**config.mk**
```make
export PLATFORM = sky130hd
export DESIGN_NAME = seq_divider8_flat
export DESIGN_NICKNAME = d
export VERILOG_FILES = /design/src/rtl/seq_divider8_if.sv /design/src/rtl/seq_divider8.sv /design/src/flat_wrapper.sv
export SDC_FILE = /design/constraint.sdc
export NUM_CORES = 1
export LEC_CHECK = 0
export BUFFER_PORTS_ARGS = -buffer_cell sky130_fd_sc_hd__buf_2
export CORE_ASPECT_RATIO = 0.8
export CORE_UTILIZATION = 51
export DETAILED_ROUTE_END_ITERATION = 10
export GPL_TIMING_DRIVEN = 1
export PLACE_DENSITY = 0.76
export SLEW_MARGIN = 5
export SYNTH_ARGS = -nofsm -noshare
export SYNTH_HDL_FRONTEND = slang
export SYNTH_SLANG_ARGS = --single-unit
```
**constraint.sdc**
```tcl
create_clock -name clk -period 2.25 [get_ports clk]
set_input_delay 0.225 -clock clk [delete_from_list [all_inputs] [get_ports clk]]
set_output_delay 0.225 -clock clk [all_outputs]
set_load 0.01 [all_outputs]
```
**src/rtl/seq_divider8_if.sv**
```systemverilog
// Start/busy/done handshake and operand/result bus for seq_divider8.
// The master drives the request; the slave (the divider) returns the result.
interface seq_divider8_if;
  logic       start;
  logic [7:0] a;
  logic [7:0] b;
  logic [7:0] q;
  logic [7:0] r;
  logic       busy;
  logic       done;
  logic       dbz;

  modport master (output start, a, b, input q, r, busy, done, dbz);
  modport slave  (input start, a, b, output q, r, busy, done, dbz);
endinterface

```
**src/rtl/seq_divider8.sv**
```systemverilog
// Iterative 8-bit unsigned restoring divider that performs one trial subtraction per cycle.
// Optional macro DIV_ZERO_FLAG_EN: exits early on a zero divisor and raises dbz.
module seq_divider8 (
  input  logic          clk,
  input  logic          rst,
  seq_divider8_if.slave bus
);
  typedef enum logic [1:0] {S_IDLE, S_RUN, S_DONE} state_t;

  state_t     r_state;
  logic [7:0] r_dq;
  logic [7:0] r_dv;
  logic [7:0] r_pr;
  logic [2:0] r_cnt;
  logic [7:0] r_q;
  logic [7:0] r_r;
  logic       r_busy;
  logic       r_done;
`ifdef DIV_ZERO_FLAG_EN
  logic       r_dbz;
`endif

  logic [8:0] w_t;
  logic [8:0] w_d;
  logic       w_borrow;
  logic [7:0] w_pr_nx;
  logic [7:0] w_dq_nx;

  // The 9-bit partial remainder always has bit 8 clear once restored (it is below dv),
  // so only its low byte is stored.
  assign w_t      = {r_pr, r_dq[7]};
  assign w_d      = w_t - {1'b0, r_dv};
  assign w_borrow = w_d[8];
  assign w_pr_nx  = w_borrow ? w_t[7:0] : w_d[7:0];
  assign w_dq_nx  = {r_dq[6:0], ~w_borrow};

  always_ff @(posedge clk or posedge rst) begin
    if (rst) begin
      r_state <= S_IDLE;
      r_dq    <= '0;
      r_dv    <= '0;
      r_pr    <= '0;
      r_cnt   <= '0;
      r_q     <= '0;
      r_r     <= '0;
      r_busy  <= 1'b0;
      r_done  <= 1'b0;
`ifdef DIV_ZERO_FLAG_EN
      r_dbz   <= 1'b0;
`endif
    end else begin
      r_done <= 1'b0;
      case (r_state)
        S_IDLE: begin
          if (bus.start) begin
            r_dq    <= bus.a;
            r_dv    <= bus.b;
            r_pr    <= '0;
            r_cnt   <= '0;
            r_busy  <= 1'b1;
            r_state <= S_RUN;
`ifdef DIV_ZERO_FLAG_EN
            r_dbz   <= 1'b0;
`endif
          end
        end
        S_RUN: begin
`ifdef DIV_ZERO_FLAG_EN
          // dq still holds the untouched dividend on the first RUN edge.
          if (r_cnt == 3'd0 && r_dv == 8'd0) begin
            r_q     <= 8'hFF;
            r_r     <= r_dq;
            r_dbz   <= 1'b1;
            r_done  <= 1'b1;
            r_state <= S_DONE;
          end else
`endif
          begin
            r_pr  <= w_pr_nx;
            r_dq  <= w_dq_nx;
            r_cnt <= r_cnt + 3'd1;
            if (r_cnt == 3'd7) begin
              r_q     <= w_dq_nx;
              r_r     <= w_pr_nx;
              r_done  <= 1'b1;
              r_state <= S_DONE;
            end
          end
        end
        S_DONE: begin
          r_busy  <= 1'b0;
          r_state <= S_IDLE;
        end
        default: r_state <= S_IDLE;
      endcase
    end
  end

  assign bus.q    = r_q;
  assign bus.r    = r_r;
  assign bus.busy = r_busy;
  assign bus.done = r_done;
`ifdef DIV_ZERO_FLAG_EN
  assign bus.dbz  = r_dbz;
`else
  assign bus.dbz  = 1'b0;
`endif
endmodule
```
**src/flat_wrapper.sv**
```systemverilog
// flat-port wrapper written by rule: the top's interface ports become plain ports
module seq_divider8_flat 
  (clk, rst, bus_start, bus_a, bus_b, bus_q, bus_r, bus_busy, bus_done, bus_dbz);
  seq_divider8_if bus_i ();
  input  logic clk;
  input  logic rst;
  input wire logic [$bits(bus_i.start)-1:0] bus_start;
  input wire logic [$bits(bus_i.a)-1:0] bus_a;
  input wire logic [$bits(bus_i.b)-1:0] bus_b;
  output wire logic [$bits(bus_i.q)-1:0] bus_q;
  output wire logic [$bits(bus_i.r)-1:0] bus_r;
  output wire logic [$bits(bus_i.busy)-1:0] bus_busy;
  output wire logic [$bits(bus_i.done)-1:0] bus_done;
  output wire logic [$bits(bus_i.dbz)-1:0] bus_dbz;
  assign bus_i.start = bus_start;
  assign bus_i.a = bus_a;
  assign bus_i.b = bus_b;
  assign bus_q = bus_i.q;
  assign bus_r = bus_i.r;
  assign bus_busy = bus_i.busy;
  assign bus_done = bus_i.done;
  assign bus_dbz = bus_i.dbz;
  seq_divider8 u_core (.clk(clk), .rst(rst), .bus(bus_i));
endmodule
```
==> flow_metrics.tcl <==
set metrics [dict create \
    status "finished, violations left" \
    violations "setup timing" \
    cp-startpoint "u_core.r_dq[7]" \
    synth_edf_count 0 \
    start_util_pct 55.1 \
    synth.distinct_cells 42 \
    rsz0062_at_grt "true" \
    r2r_end "u_core.bus.r[0]" \
    crit_fanout 3 \
    crit_arrival_ns 2.65 \
    hold_class "input port to async pin" \
    drt_iter0_drc 179 \
    syn_nets 288 \
    clock_skew_ns 0.0106 \
    final_util_pct 68.6 \
    use_met2_pct 33.9 \
    cts_buffers 5 \
    report.final.slew_viol_count 0 \
    fin_nets 344 \
    wirelength_um 5220 \
    reg2reg_slack_ns -0.17 \
    postSynthCellCount 258 \
    routed-via-count 1962 \
    fin_tns_setup_ns -2.24 \
    gp_congestion 0.865 \
    criticalPathCategory "flip-flop to flip-flop" \
    drive_gt1_share_pct 30.5 \
    fin_crit_ns 2.42 \
    path_clk_slew_ns 0.09 \
    antenna_found_initial 0 \
    ys_ff_latch 47 \
    final_cell_mix "nand2_1 (64), dfrtp_1 (47), buf_2 (36)" \
    setup.worst_path.start_class "flip-flop" \
    async_flop_share_pct 100 \
    worstReg2RegStart "u_core.r_dq[7]" \
    tightestPinTransition_ns 0.597 \
    final_common_cell "nand2_1" \
    relSlewSlack_pct 60.1 \
    setup_ws_ns -0.167 \
    avgSynthCellArea_sq_um 9.26 \
    grt_pass1_vias 1862 \
    setup_viol 16 \
    port_buffers 36 \
    yosys_warnings 0 \
    hpwl_um 3680 \
    grt_util_met3_pct 5.51 \
    numClockSinks 47 \
    cts_max_path_buffers 2 \
    drc 0 \
    crit_required_ns 2.49 \
    wl_per_cell_um 14.0 \
    syn-cell-area_sq_um 2390 \
    nFillCells 350 \
    r2r_cells 10 \
    endpoint "u_core.bus.r[0]" \
    synthFlopType "dfrtp_1" \
    grt_pass1_wl_um 8880 \
    diodes 0 \
    grt_max_degree 48 \
    io_pins 38 \
    coreArea_sq_um 4340 \
    core.rowCount 21 \
    gr-total-overflow 0 \
    max_freq_ghz 0.414 \
    die_y_um 63.2 \
    grt_usage_pct 23.5 \
    clock-root-buffer "clkbuf_8" \
    viasPerCell 5.27 \
    grt-busiest-layer "met1" \
    die_w_um 78.5 \
    end_kind "flip-flop" \
    syn_to_final_growth_pct 24.5 \
    fin_crit_sh_pct 107 \
    dr.pass1.iters 5 \
    hold_viol 0 \
    cts_tree "done" \
    postCtsHoldBufs 0 \
    ys_seq_area_share_pct 49.2 \
    clk_latency_ns 0.30 \
    cap_violations 0 \
    htree_levels 2 \
    die_area_sq_um 4960 \
    place_ws_ns -0.215 \
    antenna_left 0 \
    use_met1_pct 34.7 \
]
==> flip-flops by register name, summed over array words and instances (netlist names) <==
name             flops
u_core.r_state       2
u_core.bus.done      1
u_core.r_dv          8
u_core.r_cnt         3
u_core.r_dq          8
u_core.bus.q         8
u_core.bus.busy      1
u_core.bus.r         8
u_core.r_pr          8
==> cell usage after synthesis (2+ instances only) <==
| cell type | instances | area, sq um |
|---|---|---|
| o21ai_1 | 12 | 60.1 |
| nand2_1 | 65 | 244 |
| clkbuf_1 | 10 | 37.5 |
| nor2_1 | 13 | 48.8 |
| inv_1 | 14 | 52.6 |
| nand2b_1 | 4 | 25.0 |
| nand3b_1 | 2 | 15.0 |
| nand3_1 | 12 | 60.1 |
| dfrtp_1 | 47 | 1180 |
| ha_1 | 10 | 125 |
| mux2i_1 | 6 | 60.1 |
| o211ai_2 | 2 | 25.0 |
| a31oi_1 | 6 | 37.5 |
| mux2_2 | 2 | 22.5 |
| xor2_1 | 3 | 26.3 |
| o21ai_0 | 17 | 85.1 |
| a211oi_1 | 2 | 15.0 |
| o211ai_1 | 2 | 15.0 |
| a21oi_1 | 6 | 30.0 |
==> metal layers <==
layer	up-vias	wire length, um
met5	-	0
met4	0	60
met3	7	275
met2	55	2290
met1	917	2590
li1	983	-
==> logic make-up (layout without fill, tap and decap cells) <==
family / count (synthesis) / count (layout) / share of synthesized area, %
XOR/XNOR: 4 / 4 / 1.47
multiplexers: 9 / 9 / 4.09
flip-flops: 47 / 47 / 49.2
adder cells (fa/ha/maj): 11 / 11 / 6.08
AND/OR/NAND/NOR: 101 / 101 / 18.2
other: 1 / 1 / 0.157
buffers and inverters: 28 / 85 / 4.92
AO/OA/AOI/OAI: 57 / 57 / 15.9
==> worst max-delay path: stages, from the launching register on <==
cell,delay [ns]
dfrtp_1,0.39
inv_2,0.08
ha_4,0.13
inv_2,0.03
fa_2,0.36
a211oi_4,0.25
o211ai_2,0.12
a221oi_4,0.37
buf_4,0.20
mux2_4,0.31
o21ai_2,0.11
==> stage by stage <==
step,cells,hold slack (ns),cell area [sq um]
2_1_floorplan,258,0.330,2400
3_5_place_dp,359,0.408,2750
6_report,372,0.0558,2970
3_3_place_gp,359,0.403,2750
4_1_cts,370,0.0754,2900
5_1_grt,372,0.116,2970
==> worst min-delay path by stage <==
stage / cells after the start / slack [ns] / endpoint / start
2_1_floorplan: 2 / 0.33 / u_core.r_dv[0] / bus_b[0]
5_1_grt: 3 / 0.12 / u_core.bus.done / rst
6_report: 3 / 0.06 / u_core.bus.done / rst
3_5_place_dp: 3 / 0.41 / u_core.bus.done / rst
4_1_cts: 3 / 0.08 / u_core.bus.done / rst
3_3_place_gp: 3 / 0.40 / u_core.bus.done / rst
==> final cells by class <==
cell class | instances | area (sq um) | area share (%)
multi-input combinational | 183 | 1190 | 40.2
inverter | 15 | 56.3 | 1.89
clock buffer | 7 | 86.3 | 2.90
clock inverter | 1 | 8.76 | 0.295
tap | 57 | 71.3 | 2.40
timing repair buffer | 62 | 379 | 12.8
sequential | 47 | 1180 | 39.6
==> what timing repair did <==
action / in CTS / in global routing
gates resized for setup: 9 / 12
buffers inserted: 3 / 2
endpoints found under the setup margin: 17 / 17
pin swaps: 6 / 5
Power is not shown: default switching activity piles up to over one toggle a cycle in this logic, so the estimate is an artifact.
